### src/rtl/rps_pkg.sv
// Shared types for the rock-paper-scissors referee.
// Move encoding, round result, FSM states and the move decoder.
package rps_pkg;

    typedef enum logic [2:0] {
        NONE,
        ROCK,
        PAPER,
        SCISSORS,
        INVALID
    } move_t;

    typedef enum logic [1:0] {
        DRAW,
        P1_WINS,
        P2_WINS
    } result_t;

    typedef enum logic [1:0] {
        IDLE,
        WAIT1,
        WAIT2,
        JUDGE
    } state_t;

    // Exactly one select bit gives a real move; anything else is invalid.
    function automatic move_t decode_move(
        input logic r,
        input logic p,
        input logic s
    );
        move_t m;
        case ({r, p, s})
            3'b100:  m = ROCK;
            3'b010:  m = PAPER;
            3'b001:  m = SCISSORS;
            default: m = INVALID;
        endcase
        return m;
    endfunction

    function automatic logic is_valid(input move_t m);
        return (m == ROCK) || (m == PAPER) || (m == SCISSORS);
    endfunction

endpackage

### src/rtl/rps_if.sv
// Player move inputs and score/busy outputs of the referee.
// The bench drives through master, the referee sits on slave.
interface rps_if #(
    parameter int SCORE_W = 16
);
    logic               r1;
    logic               p1;
    logic               s1;
    logic               go1;
    logic               r2;
    logic               p2;
    logic               s2;
    logic               go2;
    logic [SCORE_W-1:0] score1;
    logic [SCORE_W-1:0] score2;
    logic               dut_busy;

    modport master (
        output r1, p1, s1, go1,
        output r2, p2, s2, go2,
        input  score1, score2, dut_busy
    );

    modport slave (
        input  r1, p1, s1, go1,
        input  r2, p2, s2, go2,
        output score1, score2, dut_busy
    );
endinterface

### src/rtl/rps_judge.sv
// Combinational round judge.
// A valid move beats an invalid one; two non-moves draw.
module rps_judge
    import rps_pkg::*;
(
    input  move_t   move1,
    input  move_t   move2,
    output result_t result
);

    logic v1;
    logic v2;
    logic p1_beats;

    assign v1 = is_valid(move1);
    assign v2 = is_valid(move2);

    assign p1_beats = (move1 == ROCK     && move2 == SCISSORS) ||
                      (move1 == SCISSORS && move2 == PAPER)    ||
                      (move1 == PAPER    && move2 == ROCK);

    // Pick the winner from validity first, then the beats relation.
    always_comb begin
        result = DRAW;
        if (v1 && !v2) begin
            result = P1_WINS;
        end else if (!v1 && v2) begin
            result = P2_WINS;
        end else if (v1 && v2 && (move1 != move2)) begin
            result = p1_beats ? P1_WINS : P2_WINS;
        end
    end

endmodule

### src/rtl/rps_dut.sv
// Rock-paper-scissors referee: move capture FSM and saturating scores.
// Busy is registered from next-state so it rises with the capturing edge.
module rps_dut
    import rps_pkg::*;
#(
    parameter int SCORE_W = 16
) (
    input  logic  clk,
    input  logic  rst,
    rps_if.slave  bus
);

    localparam logic [SCORE_W-1:0] ONE = {{(SCORE_W-1){1'b0}}, 1'b1};

    state_t             state_q;
    state_t             state_d;
    move_t              mv1_q;
    move_t              mv1_d;
    move_t              mv2_q;
    move_t              mv2_d;
    logic [SCORE_W-1:0] score1_q;
    logic [SCORE_W-1:0] score1_d;
    logic [SCORE_W-1:0] score2_q;
    logic [SCORE_W-1:0] score2_d;
    logic               busy_q;
    move_t              m1_in;
    move_t              m2_in;
    result_t            result;

    assign m1_in = decode_move(bus.r1, bus.p1, bus.s1);
    assign m2_in = decode_move(bus.r2, bus.p2, bus.s2);

    rps_judge u_judge (
        .move1  (mv1_q),
        .move2  (mv2_q),
        .result (result)
    );

    // State, captured moves, scores and busy flag.
    always_ff @(posedge clk or negedge rst) begin
        if (!rst) begin
            state_q  <= IDLE;
            mv1_q    <= NONE;
            mv2_q    <= NONE;
            score1_q <= '0;
            score2_q <= '0;
            busy_q   <= 1'b0;
        end else begin
            state_q  <= state_d;
            mv1_q    <= mv1_d;
            mv2_q    <= mv2_d;
            score1_q <= score1_d;
            score2_q <= score2_d;
            busy_q   <= (state_d != IDLE);
        end
    end

    // Next state: capture first move per player, judge once both are in.
    always_comb begin
        state_d  = state_q;
        mv1_d    = mv1_q;
        mv2_d    = mv2_q;
        score1_d = score1_q;
        score2_d = score2_q;
        unique case (state_q)
            IDLE: begin
                if (bus.go1 && bus.go2) begin
                    mv1_d   = m1_in;
                    mv2_d   = m2_in;
                    state_d = JUDGE;
                end else if (bus.go1) begin
                    mv1_d   = m1_in;
                    state_d = WAIT1;
                end else if (bus.go2) begin
                    mv2_d   = m2_in;
                    state_d = WAIT2;
                end
            end
            WAIT1: begin
                if (bus.go2) begin
                    mv2_d   = m2_in;
                    state_d = JUDGE;
                end
            end
            WAIT2: begin
                if (bus.go1) begin
                    mv1_d   = m1_in;
                    state_d = JUDGE;
                end
            end
            JUDGE: begin
                if (result == P1_WINS && score1_q != '1) begin
                    score1_d = score1_q + ONE;
                end
                if (result == P2_WINS && score2_q != '1) begin
                    score2_d = score2_q + ONE;
                end
                mv1_d   = NONE;
                mv2_d   = NONE;
                state_d = IDLE;
            end
            default: begin
                state_d = IDLE;
            end
        endcase
    end

    assign bus.score1   = score1_q;
    assign bus.score2   = score2_q;
    assign bus.dut_busy = busy_q;

endmodule

### src/flat_wrapper.sv
// flat-port wrapper written by rule: the top's interface ports become plain ports
module rps_dut_flat import rps_pkg::*;
#(
    parameter int SCORE_W = 16
)
  (clk, rst, bus_r1, bus_p1, bus_s1, bus_go1, bus_r2, bus_p2, bus_s2, bus_go2, bus_score1, bus_score2, bus_dut_busy);
  rps_if #(.SCORE_W(SCORE_W)) bus_i ();
  input  logic clk;
  input  logic rst;
  input wire logic [$bits(bus_i.r1)-1:0] bus_r1;
  input wire logic [$bits(bus_i.p1)-1:0] bus_p1;
  input wire logic [$bits(bus_i.s1)-1:0] bus_s1;
  input wire logic [$bits(bus_i.go1)-1:0] bus_go1;
  input wire logic [$bits(bus_i.r2)-1:0] bus_r2;
  input wire logic [$bits(bus_i.p2)-1:0] bus_p2;
  input wire logic [$bits(bus_i.s2)-1:0] bus_s2;
  input wire logic [$bits(bus_i.go2)-1:0] bus_go2;
  output wire logic [$bits(bus_i.score1)-1:0] bus_score1;
  output wire logic [$bits(bus_i.score2)-1:0] bus_score2;
  output wire logic [$bits(bus_i.dut_busy)-1:0] bus_dut_busy;
  assign bus_i.r1 = bus_r1;
  assign bus_i.p1 = bus_p1;
  assign bus_i.s1 = bus_s1;
  assign bus_i.go1 = bus_go1;
  assign bus_i.r2 = bus_r2;
  assign bus_i.p2 = bus_p2;
  assign bus_i.s2 = bus_s2;
  assign bus_i.go2 = bus_go2;
  assign bus_score1 = bus_i.score1;
  assign bus_score2 = bus_i.score2;
  assign bus_dut_busy = bus_i.dut_busy;
  rps_dut #(.SCORE_W(SCORE_W)) u_core (.clk(clk), .rst(rst), .bus(bus_i));
endmodule
### config.mk
export PLATFORM = sky130hd
export DESIGN_NAME = rps_dut_flat
export DESIGN_NICKNAME = d
export VERILOG_FILES = /design/src/rtl/rps_pkg.sv /design/src/rtl/rps_if.sv /design/src/rtl/rps_judge.sv /design/src/rtl/rps_dut.sv /design/src/flat_wrapper.sv
export SDC_FILE = /design/constraint.sdc
export NUM_CORES = 1
export LEC_CHECK = 0
export ABC_AREA = 1
export BUFFER_PORTS_ARGS = -buffer_cell sky130_fd_sc_hd__buf_2
export CAP_MARGIN = 20
export CELL_PAD_IN_SITES_DETAIL_PLACEMENT = 0
export CELL_PAD_IN_SITES_GLOBAL_PLACEMENT = 1
export CORE_ASPECT_RATIO = 1.1
export CORE_MARGIN = 2
export CORE_UTILIZATION = 41
export DETAILED_ROUTE_END_ITERATION = 8
export GPL_ROUTABILITY_DRIVEN = 0
export PLACE_DENSITY = 0.77
export SETUP_SLACK_MARGIN = 0.05
export SLEW_MARGIN = 20
export SYNTH_ARGS = -nofsm -noshare
export SYNTH_HDL_FRONTEND = slang
export SYNTH_SLANG_ARGS = --single-unit
### constraint.sdc
create_clock -name clk -period 1.8 [get_ports clk]
set_input_delay 0.27 -clock clk [delete_from_list [all_inputs] [get_ports clk]]
set_output_delay 0.27 -clock clk [all_outputs]
set_load 0.05 [all_outputs]
==> results.cfg, run 1 <==
[place]
dp.cells = 482
dpl_cell_area_sq_um = 3000
io_buffers = 42
post-dp-hpwl_um = 4810

[cells_and_area]
final_net_count = 425
antennaDiodeCount = 0
final_cells = 494
fin_util_pct = 51.1
syn2layout_area_growth_pct = 21.4
layout-drive-gt1-share_pct = 25.1
regArea_sq_um = 1040
n_fill_cell = 644
multi_input_area_sq_um = 1430
design_area_sq_um = 3140

[sta]
max_freq_mhz = 606
layout_min_cycle_time_ps = 1650
fin_tns_setup_ps = 0
finalClockSkew_ps = 4.16
hold_viol_final = 0
rsz0062_at_grt = no
finalSetupViolCount = 0
relSlewSlack_pct = 60.4
slew_violations = 0
holdWs_ps = 268
min_period_over_period_pct = 91.7
worst_slew_pin_slew_ps = 595

[die]
die_w_um = 79.8
row_count = 30
die_h_um = 87.4
io_pins = 43
core-area_sq_um = 6160
die_area_sq_um = 6970
initial_utilization_pct = 42.1

[yosys]
yosys_warnings = 0
synthesis.area_sq_um = 2590
yosys.area.top_type = dfrtp_1
synth_nets = 367
synth_cell_types = 30
ys_seq_area_share_pct = 39.6
syn_avg_cell_area_sq_um = 7.30
synth_area_leaders = dfrtp_1, nand2_1, nand4_1, inv_1, nor2_1
netlist.area_leader.share_pct = 39.6
syn_inst = 355
synth_seq_cells = 41

[drt]
dr.pass1.iters = 4
route.met2.wl_um = 3110
drc_errors = 0
drt-total-wl_um = 6510
m1WireLength_um = 3130
num_vias = 2474
drt-initial-drc-count = 119
top_layer = met4
wl_met3_um = 184
ant_nets = 0
routed_via_density = 5.01
post_drt_wl_per_cell_um = 13.2

[power]
irDropWorstVdd_uv = 747
power_density_nw_per_um2 = 1070
leakage_nw = 1.52

[worst_setup_path]
worstSetupStartpointType = flip-flop
crit_arrival_ps = 1870
r2r_slack_ps = 150
crit_type = flip-flop to flip-flop
crit_required_ps = 2020
crit_fanout = 8
endpoint_kind = flip-flop

[grt]
grt_pass1_vias = 2315
track_usage_pct = 20.0
antenna_found_initial = 0
gr-total-overflow = 0
grt_pass1_wl_um = 10900
grt_max_degree = 24

[job]
cap_violations = 0

[clocking]
h-tree-depth = 2
path_clk_slew_ps = 80
cts.sinks = 41
clock_latency_ps = 300
cts_tree = yes
root_buffer = clkbuf_8
cts_buffers = 5
cts_buffer_depth = 2

[hold_path]
hold_class = input pin to flip-flop

[run_status]
status = finished clean
==> worst max-delay path, stage by stage (launching register included) <==
cell and delay (ps):
dfrtp_2 410, ha_4 160, nand3_4 100, nor3_4 200
nand4_1 210, nand3_4 170, buf_4 170, xor2_1 150
==> final timing paths <==
path | startpoint | to | cells past startpoint
max | u_core.bus.score1[1] | u_core.bus.score1[0] | 7
min | bus_go2 | u_core.state_q[1] | 3
max reg2reg | u_core.bus.score1[1] | u_core.bus.score1[0] | 7
min reg2reg | u_core.bus.score1[9] | u_core.bus.score1[9] | 2
max in group asynchronous | rst | u_core.bus.score2[7] | 3
min in group asynchronous | rst | u_core.bus.score1[14] | 2
==> timing repair <==
action | in CTS | in global routing
gates resized for setup | 0 | 5
buffers inserted | 0 | 3
hold buffers | 1 | 0
endpoints found under the setup margin | 0 | 25
hold endpoints to repair | 21 | 0
==> where the power goes <==
group          total (W)  switching, W  leakage (nW)  internal, W
Clock           0.000624      0.000351        0.0374     0.000274
Sequential       0.00130      0.000216         0.529      0.00109
Combinational    0.00144      0.000995         0.955     0.000442
Total            0.00337       0.00156          1.52      0.00180
==> synthesized netlist by cell type <==
cell      count
or2_2         2
a21oi_1       8
nor2_4        3
inv_1        36
nor2_1       32
buf_1         1
o31ai_1       1
nand3_2       3
inv_2         4
nand2_2       3
o21ai_1       6
nor3_1       10
a22oi_1       1
buf_6         2
a21boi_0      1
buf_2         4
ha_1          2
o21ai_0      10
nor3_2        2
nand3_1      19
o21ai_2       5
nand2_1     113
or2_0         1
xnor2_1       8
nor3b_1       1
xor2_1       12
nand3_4       1
nand4_1      22
dfrtp_1      41
a211oi_1      1
==> sequential cells by signal, summed over array words and instances (netlist names) <==
signal / count
u_core.bus.dut_busy: 1
u_core.bus.score2: 16
u_core.mv1_q: 3
u_core.bus.score1: 16
u_core.state_q: 2
u_core.mv2_q: 3
==> cell usage in the layout (no fill, tap or decap), types with 2 or more instances in the layout <==
cell        Yosys  routed
nand2_1       113     113
buf_2           4      42
inv_1          36      36
nor2_1         32      32
dfrtp_1        41      27
nand4_1        22      22
nand3_1        19      18
buf_4           0      15
dfrtp_2         0      14
xor2_1         12      12
nor3_1         10      10
o21ai_0        10      10
a21oi_1         8       8
xnor2_1         8       8
o21ai_1         6       6
o21ai_2         5       5
clkbuf_8        0       5
nand3_4         1       4
inv_2           4       3
nand2_2         3       3
nor2_4          3       3
or2_2           2       2
ha_4            0       2
clkinvlp_4      0       2
==> stage by stage <==
| stage | worst slack [ps] | total power [W] |
|---|---|---|
| CTS | 79.0 | 0.00335 |
| detailed placement | 100 | 0.00272 |
| global route | 51.0 | 0.00360 |
| global placement | 176 | 0.00270 |
| finish | 149 | 0.00337 |
| floorplan | 49.9 | 0.00233 |
==> cell families after synthesis <==
kind of cell / count (synthesis) / share of synthesized area (%)
AOI/OAI and AO/OA: 33 / 7.49
DFF: 41 / 39.6
buffers and inverters: 47 / 7.58
adders and majority gates: 2 / 0.966
xor gates and xnor gates: 20 / 6.76
and+or+nand+nor: 212 / 37.6
==> final cells by class <==
cell class / count / share of cell area (%)
inverters: 40 / 4.86
clock buffers: 6 / 2.31
flip-flops and latches: 41 / 33.2
well taps: 80 / 3.18
repair buffers: 58 / 10.6
multi-input cells: 267 / 45.4
clock inverters: 2 / 0.478
==> layer usage <==
metal	track usage, %	vias up
li1	-	1274
met1	26.9	1150
met2	33.2	42
met3	3.42	8
met4	5.70	0
met5	0	-
Note: power is estimated with default switching activity, not from simulation.
==> run 2, diff against run 1 <==
- ABC_AREA: 1 -> not set
- CORE_UTILIZATION: 41 -> 42
- PLACE_DENSITY: 0.77 -> 0.76
==> results.cfg, run 2 <==
[run_status]
status = complete, but fails checks
violations = negative setup slack

[sta]
max_freq_mhz = 547
worst_slew_pin_slew_ps = 409
fin_tns_setup_ps = -29.1
finalClockSkew_ps = 6.13
rsz0062_at_grt = yes
layout_setup_ws_ps = -29.1
slew_violations = 0
min_period_over_period_pct = 102
relSlewSlack_pct = 72.7
layout_min_cycle_time_ps = 1830
hold_viol_final = 0
finalSetupViolCount = 1

[drt]
drt-initial-drc-count = 81
dr.pass1.iters = 4
num_vias = 1768
ant_nets = 0
routed_via_density = 5.17
drt-total-wl_um = 4700
post_drt_wl_per_cell_um = 13.7
route.met2.wl_um = 2320
drc_errors = 0
top_layer = met4
wl_met3_um = 215
m1WireLength_um = 2070

[yosys]
synth_seq_cells = 41
synth_cell_types = 36
synthXorXnorAreaFrac_pct = 13.7
synth_nets = 221
syn_avg_cell_area_sq_um = 10.1
synth_top_family_by_area = simple AND/OR/NAND/NOR gates
synthFlopType = dfrtp_1
async_flop_share_pct = 100
synth-compound-area-share_pct = 7.26
syn_inst = 209
synthesis.area_sq_um = 2100
synthAdderAreaFrac_pct = 1.19
yosys.area_share.simple_pct = 24.6
yosys_warnings = 0
yosys.area.top_type = dfrtp_1
synthTopCellsByCount = dfrtp_1, nand3_1, xnor2_1
ys_seq_area_share_pct = 48.8
synth_area_leaders = dfrtp_1, xnor2_1, nand3_1, xor2_1, nand2_1
yosysMostFrequentCell = dfrtp_1
synth_edf_count = 0
netlist.area_leader.share_pct = 48.8
synthMuxAreaShare_pct = 3.63

[place]
io_buffers = 42
dp.cells = 330
pre_cts_ws_ps = -13.2
post-dp-hpwl_um = 3320

[cells_and_area]
n_fill_cell = 460
final_cells = 342
final_net_count = 295
antennaDiodeCount = 0
final_cell_mix = buf_2, dfrtp_2, nand3_1, buf_4, xnor2_1
syn2layout_area_growth_pct = 31.5
layout-drive-gt1-share_pct = 40.1
final_common_cell = buf_2

[grt]
grt_pass1_wl_um = 7740
track_usage_pct = 17.6
grt_max_degree = 19
grt_pass1_vias = 1703
gr-total-overflow = 0
antenna_found_initial = 0

[power]
power_density_nw_per_um2 = 1050
total_power_w = 0.00290
leakage_nw = 1.31
irDropWorstVdd_uv = 876

[clocking]
cts.sinks = 41
path_clk_slew_ps = 80
cts_tree = yes
h-tree-depth = 2
clock_latency_ps = 300
cts_buffer_depth = 2
cts_buffers = 5
root_buffer = clkbuf_8

[hold_path]
min_from = bus_go2
hold_class = input pin to flip-flop

[die]
initial_utilization_pct = 42.6
row_count = 27
core-area_sq_um = 4930
die_h_um = 78.2
io_pins = 43
die_w_um = 71.5
die_area_sq_um = 5590

[worst_setup_path]
crit_type = flip-flop to flip-flop
endpoint_kind = flip-flop
startpoint = u_core.mv2_q[1]
cp_num_buf_inv = 0
crit_slowest_cell = dfrtp_1
crit_arrival_ps = 2020
r2r_start = u_core.mv2_q[1]
worstSetupStartpointType = flip-flop
crit_required_ps = 1990
crit_fanout = 4
cpLargestDelayFamily = simple AND/OR/NAND/NOR gates
critPathMaxStageDelay_ps = 410
cp_cell_sequence = xor2_1 > a211o_1 > or3_4 > nor3_4 > mux2_4

[job]
cap_violations = 0
-- run 2: cell types whose count changed in the layout (fill, tap and decap cells not counted), moves of 11 or more --
cell	change
dfrtp_1	-11
xnor2_1	+13
dfrtp_2	+11
inv_1	-33
nand4_1	-16
nor2_1	-16
nand2_1	-94
-- run 2: final timing paths --
path / end / cells after the start / slack (ps)
worst max-delay path: u_core.bus.score1[15] / 5 / -30
max in group asynchronous: u_core.bus.score1[2] / 3 / 820
min in group asynchronous: u_core.bus.dut_busy / 2 / 430
worst min register to register: u_core.bus.score2[8] / 1 / 470
worst max register to register: u_core.bus.score1[15] / 5 / -30
worst min-delay path: u_core.state_q[1] / 2 / 260
-- run 2: layout make-up --
type | instances | area [sq um] | area share [%]
sequential | 41 | 1060 | 38.2
timing repair buffer | 67 | 402 | 14.5
inverter | 3 | 11.3 | 0.407
multi-input combinational | 165 | 1140 | 41.3
tap | 58 | 72.6 | 2.62
clock buffer | 8 | 80.1 | 2.90
-- run 2: timing repair --
action	in CTS	in global routing
endpoints found under the hold margin	16	0
hold buffers	1	0
endpoints found under the setup margin	4	26
gates cloned	1	1
pin swaps	2	6
setup buffers	0	1
gates resized for setup	5	5
-- run 2: per-stage QoR --
| step | hold WS (ps) | utilization (%) | area (sq um) |
|---|---|---|---|
| 2_1_floorplan | -25.6 | - | 2170 |
| 5_1_grt | 271 | 56.1 | 2770 |
| 3_3_place_gp | 223 | 53.1 | 2620 |
| 4_1_cts | 256 | 55.4 | 2730 |
| 3_5_place_dp | 222 | 53.1 | 2620 |
| 6_report | 260 | 56.1 | 2770 |
-- run 2: kinds of logic (layout without fill, tap and decap cells) --
family | after synthesis | after routing
and+or+nand+nor | 98 | 98
DFF | 41 | 41
xor gates and xnor gates | 33 | 33
AOI/OAI and AO/OA | 24 | 25
muxes | 7 | 7
buffers and inverters | 4 | 78
adders and majority gates | 2 | 2
-- run 2: metal layers --
layer | vias to the layer above | global-route usage (%)
li1 | 890 | -
met1 | 832 | 22.3
met2 | 38 | 28.6
met3 | 8 | 4.49
met4 | 0 | 6.98
met5 | - | 0
-- run 2: power by group --
group / switching [W] / total (W) / leakage, nW / internal, W
registers: 0.000148 / 0.00122 / 0.512 / 0.00107
logic: 0.000651 / 0.00110 / 0.753 / 0.000445
clock network: 0.000306 / 0.000581 / 0.0395 / 0.000276
total: 0.00111 / 0.00290 / 1.31 / 0.00179
